--- src/rtl/mem_ram_arb.sv ---
// Two-master round-robin arbiter in front of a single-port-per-direction RAM,
// with a clear sweep that fills every word with CLR_VALUE.
//
// state   | meaning
// --------+--------------------------------------------------------------
// S_IDLE  | arbitrate M0/M1 requests, one grant per cycle
// S_CLEAR | write CLR_VALUE to one word per cycle, requests are held off
module mem_ram_arb #(
    parameter int                AWIDTH    = 8,
    parameter int                DWIDTH    = 32,
    parameter logic [DWIDTH-1:0] CLR_VALUE = '0
) (
    input  logic              CLK,
    input  logic              RST,
    input  logic              CLR,
    output logic              BUSY,

    input  logic              M0_REQ,
    input  logic              M0_WE,
    input  logic [AWIDTH-1:0] M0_ADDR,
    input  logic [DWIDTH-1:0] M0_WDATA,
    output logic              M0_ACK,
    output logic              M0_RVALID,
    output logic [DWIDTH-1:0] M0_RDATA,

    input  logic              M1_REQ,
    input  logic              M1_WE,
    input  logic [AWIDTH-1:0] M1_ADDR,
    input  logic [DWIDTH-1:0] M1_WDATA,
    output logic              M1_ACK,
    output logic              M1_RVALID,
    output logic [DWIDTH-1:0] M1_RDATA,

    output logic              RAM_WEB,
    output logic [AWIDTH-1:0] RAM_WAD,
    output logic [DWIDTH-1:0] RAM_WDI,
    output logic [AWIDTH-1:0] RAM_RAD,
    input  logic [DWIDTH-1:0] RAM_RDO
);

    localparam int CWIDTH = AWIDTH - 2;

    typedef enum logic {
        S_IDLE  = 1'b0,
        S_CLEAR = 1'b1
    } state_t;

    state_t              r_state;
    state_t              w_state_nxt;
    logic [CWIDTH-1:0]   r_cnt;
    logic [CWIDTH-1:0]   w_cnt_nxt;
    logic                r_pri;
    logic                w_pri_nxt;
    logic                r_rv0;
    logic                r_rv1;
    logic                w_gnt0;
    logic                w_gnt1;
    logic                w_last;

    assign w_last = (r_cnt == {CWIDTH{1'b1}});

    always_ff @(posedge CLK or posedge RST) begin
        if (RST) begin
            r_state <= S_IDLE;
            r_cnt   <= '0;
            r_pri   <= 1'b0;
            r_rv0   <= 1'b0;
            r_rv1   <= 1'b0;
        end else begin
            r_state <= w_state_nxt;
            r_cnt   <= w_cnt_nxt;
            r_pri   <= w_pri_nxt;
            r_rv0   <= w_gnt0 & ~M0_WE;
            r_rv1   <= w_gnt1 & ~M1_WE;
        end
    end

    always_comb begin
        w_state_nxt = r_state;
        w_cnt_nxt   = r_cnt;
        w_pri_nxt   = r_pri;
        w_gnt0      = 1'b0;
        w_gnt1      = 1'b0;
        BUSY        = 1'b0;
        RAM_WEB     = 1'b0;
        RAM_WAD     = '0;
        RAM_RAD     = '0;
        RAM_WDI     = '0;

        case (r_state)
            S_IDLE: begin
                // RST gating keeps ACK and WEB low for the whole reset pulse
                if (!RST) begin
                    w_gnt0 = M0_REQ && (!M1_REQ || !r_pri);
                    w_gnt1 = M1_REQ && (!M0_REQ || r_pri);
                end
                if (w_gnt0) begin
                    RAM_WAD   = M0_ADDR;
                    RAM_RAD   = M0_ADDR;
                    RAM_WDI   = M0_WDATA;
                    RAM_WEB   = M0_WE;
                    w_pri_nxt = 1'b1;
                end else if (w_gnt1) begin
                    RAM_WAD   = M1_ADDR;
                    RAM_RAD   = M1_ADDR;
                    RAM_WDI   = M1_WDATA;
                    RAM_WEB   = M1_WE;
                    w_pri_nxt = 1'b0;
                end
                if (CLR && !RST) begin
                    w_state_nxt = S_CLEAR;
                    w_cnt_nxt   = '0;
                end
            end
            S_CLEAR: begin
                BUSY      = 1'b1;
                RAM_WEB   = 1'b1;
                RAM_WAD   = {r_cnt, 2'b00};
                RAM_WDI   = CLR_VALUE;
                w_cnt_nxt = r_cnt + 1'b1;
                if (w_last) begin
                    w_state_nxt = S_IDLE;
                end
            end
            default: begin
                w_state_nxt = S_IDLE;
            end
        endcase
    end

    assign M0_ACK    = w_gnt0;
    assign M1_ACK    = w_gnt1;
    assign M0_RVALID = r_rv0;
    assign M1_RVALID = r_rv1;
    assign M0_RDATA  = RAM_RDO;
    assign M1_RDATA  = RAM_RDO;

endmodule

--- config.mk ---
export PLATFORM = sky130hd
export DESIGN_NAME = mem_ram_arb
export DESIGN_NICKNAME = d
export VERILOG_FILES = /design/src/rtl/mem_ram_arb.sv
export SDC_FILE = /design/constraint.sdc
export NUM_CORES = 1
export LEC_CHECK = 0
export BUFFER_PORTS_ARGS = -buffer_cell sky130_fd_sc_hd__buf_4
export CAP_MARGIN = 20
export CELL_PAD_IN_SITES_DETAIL_PLACEMENT = 0
export CELL_PAD_IN_SITES_GLOBAL_PLACEMENT = 1
export CORE_MARGIN = 2
export CORE_UTILIZATION = 16
export DETAILED_ROUTE_END_ITERATION = 6
export GPL_TIMING_DRIVEN = 0
export HOLD_SLACK_MARGIN = 0.03
export PLACE_DENSITY = 0.88
export SLEW_MARGIN = 20
export SYNTH_ARGS = -nofsm -noshare
export SYNTH_HDL_FRONTEND = slang
export SYNTH_SLANG_ARGS = --single-unit
--- constraint.sdc ---
create_clock -name CLK -period 1.5 [get_ports CLK]
set_input_delay 0.3 -clock CLK [delete_from_list [all_inputs] [get_ports CLK]]
set_output_delay 0.3 -clock CLK [all_outputs]
set_load 0.1 [all_outputs]
==> impl_results.rst <==
.. list-table::
   :header-rows: 1

   * - Metric
     - Value
   * - Endpoints failing setup
     - a little over 50
   * - Run status
     - complete, but fails checks
   * - Boundary pin count
     - 237
   * - Minimum setup slack in the final design
     - -593.8 ps
   * - Detailed route wirelength on metal3
     - 823 um
   * - Number of placed instances, taps included
     - 509
   * - Total wire length
     - between 7000 and 8000 um
   * - Final hold vios
     - 0
   * - Routed wire length on met2
     - 4381 um
   * - Arr. time, crit path
     - roughly 1800 ps
   * - CTS buffer count
     - 3
   * - Worst reg2reg path startpoint
     - r_pri$_DFFE_PP0P_
   * - Drt pass-1 iters
     - 4
   * - Max layer used
     - met4
   * - Total of max-cap violations
     - 0
   * - Failing checks
     - setup timing
   * - Initial Util
     - 16.56%
   * - Share of the clock period used by the worst path
     - 139.6%
   * - Maximum number of pins on one net before global-route repair
     - 13
   * - N_diodes
     - 0
   * - Share of the synthesized area in the top cell type
     - approximately 32%
   * - Relative max-transition margin
     - 68.55%
   * - Fin crit period
     - approximately 2100 ps
   * - Total number of clock tree sinks
     - 10
   * - Detailed Route Iter0 Violations
     - 74
   * - Global-route usage over all layers
     - 12.79%
   * - Fraction of the yosys area taken by sequential cells
     - 16.27%
   * - Final estimated routing congestion in global placement
     - 0.8070
   * - Final instance count without filler cells
     - 530
   * - M1 WL
     - between 2000 and 3000 um
   * - Ratio of total power to cell area
     - 878.1 nW/um^2
   * - Post-synthesis cell type count
     - 30
   * - Insertion delay to the later sink of the worst-skew pair
     - 240 ps
   * - Floorplan die area
     - between 10000 and 15000 um^2
   * - Final worst clock skew
     - 6.630 ps
   * - CP max FO
     - 9
   * - Count of unresolved DRC violations after routing
     - 0
   * - Startpoint Class
     - flip-flop
   * - Max-slew violations
     - 0
   * - Via total after detailed routing
     - between 2000 and 2500
   * - Buffers from clock root to sink, at most
     - 2
   * - Largest area contributor in the netlist
     - sky130_fd_sc_hd__buf_4
   * - Total nets after synthesis
     - 296
   * - Routed length per instance
     - 14.87 um
   * - Initial antenna violation count
     - 0
   * - Y dimension of the die
     - around 100 um
   * - Reg clk slew, reported paths
     - 50 ps
   * - PortBufs
     - roughly 200
   * - Pin slew with the least headroom to its limit
     - 471.2 ps
   * - Crit end category
     - primary output
   * - CTS root buf
     - sky130_fd_sc_hd__clkbuf_8
   * - Timing startpoint of the critical path
     - r_pri$_DFFE_PP0P_
   * - Number of levels the H-tree was split into
     - 1
   * - Worst hold slack
     - 133.9 ps
   * - Site Rows
     - 35
   * - Post-DR vias/cell
     - 4.115
   * - Post-synthesis sequential element count
     - 10
   * - Synthesis Warnings
     - 0
   * - Core area
     - between 9000 and 10000 um^2
   * - Worst min-delay path category
     - primary input to asynchronous set/reset pin
   * - Average footprint of a synthesized cell
     - a little under 9 um^2
   * - Max Clock Freq
     - roughly 480 MHz
   * - Die Wd
     - 102.0 um
   * - Sum of overflow across all layers after global routing
     - 0
   * - Total power consumption of the routed design
     - 4.078 mW
   * - Layout net count
     - 522
   * - Proportion of layout cells with a drive suffix above 1
     - between 80% and 90%
   * - Leakage power
     - 2.356 nW
   * - Leading cell types by total area after synthesis
     - sky130_fd_sc_hd__buf_4, sky130_fd_sc_hd__a22o_1, sky130_fd_sc_hd__dfrtp_1
   * - Final cell utilization of the core
     - 50.03%
   * - Required time at the worst-slack endpoint
     - 1200 ps
   * - Detailed placer's ending HPWL
     - 5912 um
   * - Critical path start-end classification
     - flip-flop to primary output
   * - Area growth from synthesis to final layout
     - 202.0%
   * - TritonCTS clock tree
     - yes
   * - Number of hold buffers added after CTS
     - 0
   * - Setup repair after global routing missed its margin
     - yes
   * - Maximum vdd ir drop
     - 0.6275 mV
   * - Total standard cell area after synthesis
     - 1538 um^2
   * - Number of nets with antenna violations after routing
     - 0
   * - Vias in the first global route
     - ~2000
   * - Global-route wire length before repair
     - around 10000 um
   * - Cell count after synthesis
     - 176
==> layout by cell type, fill, tap and decap left out, types with 2 or more instances in the layout <==
cell type	instances
sky130_fd_sc_hd__a22o_4	39
sky130_fd_sc_hd__nor2b_1	2
sky130_fd_sc_hd__a221o_2	5
sky130_fd_sc_hd__and2_1	5
sky130_fd_sc_hd__buf_6	8
sky130_fd_sc_hd__nand2_1	3
sky130_fd_sc_hd__o21ai_0	4
sky130_fd_sc_hd__nand3_1	3
sky130_fd_sc_hd__dfrtp_1	9
sky130_fd_sc_hd__inv_1	2
sky130_fd_sc_hd__nand4_1	4
sky130_fd_sc_hd__buf_12	60
sky130_fd_sc_hd__clkbuf_8	4
sky130_fd_sc_hd__buf_4	226
==> through the flow <==
| step | instance area [um^2] | setup WS [ps] | TNS, ps |
|---|---|---|---|
| 3_5_place_dp | 3627 | -763.2 | -33120 |
| 4_1_cts | 4522 | -567.4 | -26200 |
| 3_3_place_gp | 3627 | -744.3 | -32100 |
| 2_1_floorplan | 1934 | -801.2 | -28100 |
| 5_1_grt | 4644 | -655.0 | -30550 |
| 6_report | 4644 | -593.8 | -27510 |
==> metal layers <==
metal  vias up  track usage, %
met3         4           2.804
li1       1036               -
met1      1003           14.33
met4         0           1.538
met2       138           25.20
met5         -               0
==> worst paths after layout <==
| kind | depth (start not counted) | to | slack, ps |
|---|---|---|---|
| setup / recovery | 7 | RAM_WAD[0] | -590 |
| hold / removal | 2 | r_state$_DFF_PP0_ | 130 |
| setup reg to reg | 7 | r_pri$_DFFE_PP0P_ | 0 |
| hold reg to reg | 1 | r_cnt[5]$_DFFE_PP0P_ | 530 |
| max in group asynchronous | 2 | r_state$_DFF_PP0_ | 1010 |
| min in group CLK | 2 | M1_RVALID$_DFF_PP0_ | 220 |
==> timing repair <==
| action | 4_1_cts | 5_1_grt |
|---|---|---|
| gates resized for setup | 170 | 13 |
| hold endpoints to repair | 0 | 0 |
| endpoints found under the setup margin | 52 | 51 |
| gates cloned | 2 | 1 |
| setup buffers | 10 | 8 |
| pin swaps | 8 | 4 |
==> logic make-up (layout without fill, tap and decap cells) <==
family / Yosys count / count (layout) / synth area share, %
simple gates: 28 / 28 / 11.31
flops: 10 / 10 / 16.27
buf+inv: 79 / 304 / 39.54
fa+ha+maj: 1 / 1 / 0.8135
xor+xnor: 1 / 1 / 0.5697
compound gates: 57 / 57 / 31.49
==> cells in the mapped netlist <==
cell type and n:
sky130_fd_sc_hd__nand4_1 4, sky130_fd_sc_hd__and3_4 1, sky130_fd_sc_hd__o21bai_1 1, sky130_fd_sc_hd__o31ai_1 1
sky130_fd_sc_hd__a21oi_1 1, sky130_fd_sc_hd__a21bo_2 1, sky130_fd_sc_hd__xnor2_1 1, sky130_fd_sc_hd__a21boi_0 1
sky130_fd_sc_hd__buf_6 8, sky130_fd_sc_hd__a221o_1 5, sky130_fd_sc_hd__o211ai_1 1, sky130_fd_sc_hd__nand2_1 5
sky130_fd_sc_hd__nor2_2 1, sky130_fd_sc_hd__nor3_4 1, sky130_fd_sc_hd__buf_2 3, sky130_fd_sc_hd__dfrtp_1 10
sky130_fd_sc_hd__nor4_1 1, sky130_fd_sc_hd__ha_1 1, sky130_fd_sc_hd__nand2b_1 2, sky130_fd_sc_hd__a31o_2 1
sky130_fd_sc_hd__nand3_1 5, sky130_fd_sc_hd__o22a_1 1, sky130_fd_sc_hd__a22o_1 39, sky130_fd_sc_hd__a41o_1 1
sky130_fd_sc_hd__inv_1 2, sky130_fd_sc_hd__or3b_2 1, sky130_fd_sc_hd__buf_4 66, sky130_fd_sc_hd__nor2b_1 2
sky130_fd_sc_hd__and2_1 5, sky130_fd_sc_hd__o21ai_0 4
==> cell type report <==
type / instances / area [um^2]
Fill cell: 785 / 4639
Timing Repair Buffer: 224 / 2425
Multi-Input combinational cell: 87 / 1079
Buffer: 74 / 663.1
Sequential cell: 10 / 254.0
Tap cell: 129 / 161.4
Clock buffer: 4 / 55.05
Inverter: 2 / 7.507
==> critical path, cell delays in order (launching register included) <==
cell and delay [ps]:
sky130_fd_sc_hd__dfrtp_1 400, sky130_fd_sc_hd__a21bo_2 230, sky130_fd_sc_hd__nor3_4 220, sky130_fd_sc_hd__buf_6 150
sky130_fd_sc_hd__buf_12 140, sky130_fd_sc_hd__a22o_4 150, sky130_fd_sc_hd__buf_12 100, sky130_fd_sc_hd__buf_12 160
==> registers in the layout, summed over array words and instances (netlist names) <==
| name | count |
|---|---|
| r_pri | 1 |
| r_state | 1 |
| M0_RVALID | 1 |
| r_cnt | 6 |
| M1_RVALID | 1 |
==> report_power, final <==
group          switching [mW]  internal (mW)
Combinational            2.07           1.17
Sequential              0.124          0.371
Clock                   0.111          0.231
Total                    2.30           1.78
Power figures use the tool's default switching activity.
